**config.mk**
```make
export PLATFORM = sky130hd
export DESIGN_NAME = instruction_fetch_unit
export DESIGN_NICKNAME = d
export VERILOG_FILES = /design/src/rtl/instruction_fetch_unit.sv
export SDC_FILE = /design/constraint.sdc
export NUM_CORES = 1
export LEC_CHECK = 0
export CAP_MARGIN = 20
export CORE_AREA = 5 5 73 75
export CTS_CLUSTER_SIZE = 25
export DETAILED_ROUTE_END_ITERATION = 8
export DIE_AREA = 0 0 78 80
export HOLD_SLACK_MARGIN = 0.03
export SETUP_SLACK_MARGIN = 0.02
export SLEW_MARGIN = 40
export SYNTH_ARGS = -nofsm -noshare
export SYNTH_HDL_FRONTEND = slang
export SYNTH_SLANG_ARGS = --single-unit
```
**constraint.sdc**
```tcl
create_clock -name Clk -period 1.8 [get_ports Clk]
set_clock_uncertainty 0.1 [all_clocks]
set_input_delay 0.18 -clock Clk [delete_from_list [all_inputs] [get_ports Clk]]
set_output_delay 0.18 -clock Clk [all_outputs]
set_load 0.005 [all_outputs]
```
**src/rtl/instruction_fetch_unit.sv**
```systemverilog
// instruction_fetch_unit
//   Producer side of the instruction path. Owns the program counter, fetches
//   8-bit instructions from program memory over a req/ack handshake and hands
//   each one to the instruction register over a valid/ready handshake.
//   Inst is forced to 8'h00 (NOP) whenever no instruction is valid, because
//   the instruction register downstream loads Inst every clock.
//
// Ports
//   Clk, Rst             clock (posedge) and asynchronous active-high reset
//   Mem_Req, Mem_Addr    registered memory read request and its address
//   Mem_Ack, Mem_Data    one-cycle acknowledge with the instruction byte
//   Inst, Inst_Valid     instruction offered to the consumer
//   Inst_Ready           consumer accepts Inst this cycle
//   Jump, Jump_Addr      one-cycle redirect request and target
//   Halt                 level; stops new fetches (sampled only in IDLE)
//   PC                   address of the next fetch to issue
module instruction_fetch_unit #(
    parameter int unsigned       ADDR_W   = 8,
    parameter logic [ADDR_W-1:0] RESET_PC = '0
) (
    input  logic              Clk,
    input  logic              Rst,
    output logic              Mem_Req,
    output logic [ADDR_W-1:0] Mem_Addr,
    input  logic              Mem_Ack,
    input  logic [7:0]        Mem_Data,
    output logic [7:0]        Inst,
    output logic              Inst_Valid,
    input  logic              Inst_Ready,
    input  logic              Jump,
    input  logic [ADDR_W-1:0] Jump_Addr,
    input  logic              Halt,
    output logic [ADDR_W-1:0] PC
);

    typedef enum logic [1:0] {
        IDLE,
        FETCH,
        DELIVER,
        HALTED
    } state_t;

    state_t            state;
    state_t            state_n;
    logic [ADDR_W-1:0] pc_n;
    logic              mem_req_n;
    logic [ADDR_W-1:0] mem_addr_n;
    logic [7:0]        inst_n;
    logic              inst_valid_n;
    // Set when a jump arrives while a fetch is outstanding; the returning
    // data belongs to the old instruction stream and must be discarded.
    logic              flush;
    logic              flush_n;
    logic [ADDR_W-1:0] issue_addr;

    // A jump in IDLE redirects the fetch issued in that same cycle.
    assign issue_addr = Jump ? Jump_Addr : PC;

    always_ff @(posedge Clk or posedge Rst) begin
        if (Rst) begin
            state      <= IDLE;
            PC         <= RESET_PC;
            Mem_Req    <= 1'b0;
            Mem_Addr   <= '0;
            Inst       <= 8'h00;
            Inst_Valid <= 1'b0;
            flush      <= 1'b0;
        end else begin
            state      <= state_n;
            PC         <= pc_n;
            Mem_Req    <= mem_req_n;
            Mem_Addr   <= mem_addr_n;
            Inst       <= inst_n;
            Inst_Valid <= inst_valid_n;
            flush      <= flush_n;
        end
    end

    always_comb begin
        state_n      = state;
        pc_n         = Jump ? Jump_Addr : PC;
        mem_req_n    = Mem_Req;
        mem_addr_n   = Mem_Addr;
        inst_n       = Inst;
        inst_valid_n = Inst_Valid;
        flush_n      = flush;

        case (state)
            IDLE: begin
                if (Halt) begin
                    state_n = HALTED;
                end else begin
                    mem_req_n  = 1'b1;
                    mem_addr_n = issue_addr;
                    pc_n       = issue_addr + ADDR_W'(1);
                    state_n    = FETCH;
                end
            end

            FETCH: begin
                if (Mem_Ack) begin
                    mem_req_n = 1'b0;
                    if (flush || Jump) begin
                        // Stale data from before a redirect: drop it and
                        // restart from the new PC.
                        flush_n = 1'b0;
                        state_n = IDLE;
                    end else begin
                        inst_n       = Mem_Data;
                        inst_valid_n = 1'b1;
                        state_n      = DELIVER;
                    end
                end else if (Jump) begin
                    // The request stays outstanding; only its data is void.
                    flush_n = 1'b1;
                end
            end

            DELIVER: begin
                // A transfer and a drop-on-jump leave the same register
                // state; in the transfer case the consumer has already
                // sampled Inst on this edge.
                if (Inst_Ready || Jump) begin
                    inst_valid_n = 1'b0;
                    inst_n       = 8'h00;
                    state_n      = IDLE;
                end
            end

            HALTED: begin
                mem_req_n    = 1'b0;
                inst_valid_n = 1'b0;
                inst_n       = 8'h00;
                if (!Halt) begin
                    state_n = IDLE;
                end
            end

            default: begin
                state_n = IDLE;
            end
        endcase
    end

endmodule

```
Yosys cells after proc, flatten, opt, wreduce, memory -nomap -nowiden

Index checks and enable logic that the tools add are counted.

Add/subtract/negate cells: 1
Equality and inequality tests: 9
Mux-type cells: 23
Bitwise gates (word level): 1
Reduce and logical (&&, ||, !) cells: 11

Operators by type and width:

| operator                                      | number |
|---|---|
| 2-to-1 mux 8 bit                              | 6 |
| case mux 8 bit (3 select lines)               | 1 |
| 2-to-1 mux 2 bit                              | 5 |
| != test 2 bit, second input constant          | 5 |
| AND reduction 3 bit                           | 3 |
| adder 8 x 1 -> 8 bit, second input constant   | 1 |
| 2-to-1 mux 1 bit                              | 8 |
| case mux 2 bit (4 select lines)               | 1 |
| case mux 1 bit (3 select lines)               | 2 |
| nonzero test 3 bit                            | 2 |
| == test 2 bit, second input constant          | 2 |
| AND reduction 4 bit                           | 1 |
| == test 2 x 1 -> 1 bit, second input constant | 1 |
| logical NOT 2 bit                             | 1 |
| logical OR 1 bit                              | 2 |
| != test 2 x 1 -> 1 bit, second input constant | 1 |
| AND reduction 2 bit                           | 1 |
| nonzero test 2 bit                            | 1 |
| NOT 1 bit                                     | 1 |

Flip-flop bits (word level): 29
Bits of input ports: 22
Output and inout bits: 26
Word-level logic and storage cells: 52

Longest topological paths before layout

Depth in word-level cells: 4
Mapped depth: 8

Least setup slack after synthesis

No wires, ideal clock.

Kind: reg-to-reg
From: register state[1]
To: register PC[7]
Setup time: 0.128 ns
Arrival: 1.373 ns
Required time: 1.572 ns
Path slack: 0.199 ns
Stages on the path, launching flop included: 6
Path buffers: 1
Path through: dfrtp_1 > buf_6 > or3_4 > a211oi_4 > nand3b_1 > xor2_1

Cells in the longest elaborated chain, start to end: 2

RTL lines:

| element                | line | RTL |
|---|---|---|
| from (decl)            | 43   | `state_t state;` |
| from (signal assigned) | 69   | `state <= state_n;` |
| logical NOT 2 bit      | 88   | `case (state)` |
| 2-to-1 mux 8 bit       | 88   |  |
| net pc_n[7]            | 45   | `logic [ADDR_W-1:0] pc_n;` |
| to (signal assigned)   | 70   | `PC <= pc_n;` |
| to (decl)              | 33   | `output logic [ADDR_W-1:0] PC` |

The timed path passes the listed nets, and every way through them passes these cells.
A chain may end at the register's enable or synchronous reset.

Worst setup path after layout

From: register state[1]
To: register PC[5]

The elaborated chain is that of the path after synthesis.

==> results.yml <==
placement:
  port_buffers: 47
  gp_congestion: 0.823
  dpl_worst_slack_ns: -0.138
  dp_hpwl_mm: 2.58
  placed_area_mm2: 0.00194
  placed_cells: 229
sta:
  fin_crit_sh_pct: 89.9
  maxSlewViolCount: 0
  post-route-min-period_ns: 1.62
  fmax_mhz: 618
  setup_slack_ns: 0.182
  worstMarginPinSlew_ns: 0.378
  rsz0062_at_grt: "false"
  setup_viol: 0
  report.final.hold_viol_count: 0
  maxSlewHeadroom_pct: 74.8
synthesis:
  ys_ff_latch: 29
  synth_warnings: 0
  syn-num-nets: 142
  synth_edf_count: 0
  syn_inst: 119
  synth.top_cells.by_count: "dfrtp_1 (29), nand2_1 (15), o21ai_0 (12)"
  ys.flop_type: "dfrtp_1"
  synth-async-reset-ratio_pct: 100
  yosys-top-cells-area: "dfrtp_1 (55%), a22o_1 (5.3%), mux2i_1 (5.3%), o21ai_0 (4.5%), nand2_1 (4.2%)"
  avgSynthCellArea_um2: 11.2
  synth_top_cell_by_area: "dfrtp_1"
  synth_top_area_share_pct: 54.7
  yosysMostFrequentCell: "dfrtp_1"
  synth_area_mm2: 0.00133
  synth_cell_types: 33
  ys_seq_area_share_pct: 54.7
die:
  fp.dieW_um: 78
  start_util_pct: 28.9
  core_area_mm2: 0.00460
  fp.dieH_um: 80
  rows: 25
  io_pins: 48
  die_area_mm2: 0.00624
finish:
  drive_gt1_share_pct: 14.8
  syn_to_final_growth_pct: 56.5
  final_util_pct: 45.2
  insertedDiodeCount: 0
  stdcell_area_mm2: 0.00208
  instances_no_fill: 237
  nNetsFinal: 205
worst_setup_path:
  crit_chain: "or3_4 > a211oi_4 > nand2_1 > xor2_1"
  crit_buf_inv: 0
  crit_arrival_ns: 1.68
  ff2ff_setup_slack_ns: 0.18
  critPathLaunchType: "register"
  critPathMaxFanout: 3
  critPathRequiredTime_ns: 1.86
  worstSetupEndpointType: "register"
  max_stage_delay_ns: 0.42
  crit_slowest_cell: "or3_4"
  cpLargestDelayFamily: "simple AND/OR/NAND/NOR gates"
  critical_path_class: "register to register"
global_routing:
  grt_pass1_vias: 1203
  grt_antenna_before_repair: 0
  grtUsageTotal_pct: 11.8
  grt_first_pass_wirelength_mm: 5.77
  gr-total-overflow: 0
  grt_max_degree: 30
routing:
  first_pass_iters: 4
  antenna_left: 0
  viasPerCell: 4.90
  drc: 0
  drt_wl_total_mm: 3.55
  vias: 1161
  wl_per_cell_um: 15.0
  drt_iter0_drc: 62
power:
  leakage_nw: 0.918
  p_total_w: 0.00298
  power_density_mw_per_mm2: 1430
  peakVddDrop_mv: 0.626
cts:
  htree_levels: 2
  cts_tree: "yes"
  clock_sinks: 29
  path_clk_slew_ns: 0.07
  cts-root-buf: "clkbuf_8"
  cts.path.max_buffers: 2
  cts_made_buffers: 5
  clock_latency_ns: 0.29
run_status:
  outcome: "finished, final reports clean"
min_path:
  hp-class: "primary input to asynchronous set/reset pin"
flow_run:
  maxCapViolCount: 0
## per-layer routing
metal	track usage, %	wire length [µm]	part of all wire (%)
met1	14.0	1570	44
met2	19.7	1660	47
met3	4.06	266	7.5
met4	4.56	53	1.5
met5	0	0	0
## metrics by stage
step | hold slack [ns] | TNS (ns)
after detailed placement | 0.368 | -1.13
final | 0.150 | 0
after global routing | 0.235 | 0
after global placement | 0.370 | -0.538
after CTS | 0.170 | 0
after floorplan | 0.158 | 0
## flip-flops by register name (all words and copies together) (netlist names)
name,count
Inst,8
Inst_Valid,1
PC,8
Mem_Req,1
flush,1
state,2
Mem_Addr,8
## where the power goes
part	leakage (nW)	total, W	switching, W	internal (W)
Clock	0.0681	0.000820	0.000271	0.000550
Sequential	0.365	0.00103	0.000149	0.000885
Combinational	0.485	0.00113	0.000466	0.000659
Total	0.918	0.00298	0.000886	0.00209
## cell type report
class / instances / area (µm²)
Sequential cell: 29 / 726
Fill cell: 425 / 2520
Clock inverter: 3 / 65.1
Tap cell: 54 / 67.6
Clock buffer: 5 / 68.8
Multi-Input combinational cell: 80 / 549
Timing Repair Buffer: 62 / 586
Inverter: 4 / 15.0
## worst register-to-register path: stages (launching register included)
cell	delay (ns)
dfrtp_1	0.38
or3_4	0.42
a211oi_4	0.28
nand2_1	0.13
xor2_1	0.18
## kinds of logic after synthesis
kind of cell / synth area share, %
AND/OR/NAND/NOR: 14.0
AO/OA/AOI/OAI: 15.6
flip-flops: 54.7
buffers and inverters: 3.96
multiplexers: 6.13
XOR/XNOR: 4.62
adder cells (fa/ha/maj): 0.942
## cells in the final DEF (no fill, tap or decap), drive strengths merged, types with 2 or more instances in the layout
cell type / n
a21oi: 3
xnor2: 4
a22o: 8
bufinv: 2
o21ai: 13
mux2i: 7
nand3b: 2
inv: 4
nand4: 2
xor2: 3
buf: 15
dfrtp: 29
nand3: 2
nand2: 15
nor2: 3
nand2b: 3
clkbuf: 5
nor3: 2
clkdlybuf4s50: 46
## worst paths after layout
kind	startpoint	to	cells after the start
setup / recovery	state[1]$_DFFE_PP0P_	PC[5]$_DFF_PP0_	4
hold / removal	Rst	Inst[2]$_DFFE_PP0P_	3
setup reg to reg	state[1]$_DFFE_PP0P_	PC[5]$_DFF_PP0_	4
hold reg to reg	Mem_Req$_DFFE_PP0P_	Mem_Req$_DFFE_PP0P_	2
max in group asynchronous	Rst	PC[0]$_DFF_PP0_	3
min in group Clk	Mem_Req$_DFFE_PP0P_	Mem_Req$_DFFE_PP0P_	2
## what timing repair did
| item | CTS | global route |
|---|---|---|
| endpoints found under the setup margin | 0 | 1 |
| hold buffers | 0 | 0 |
| buffers inserted | 0 | 0 |
| resized for setup | 0 | 1 |
Power figures use the tool's default switching activity.
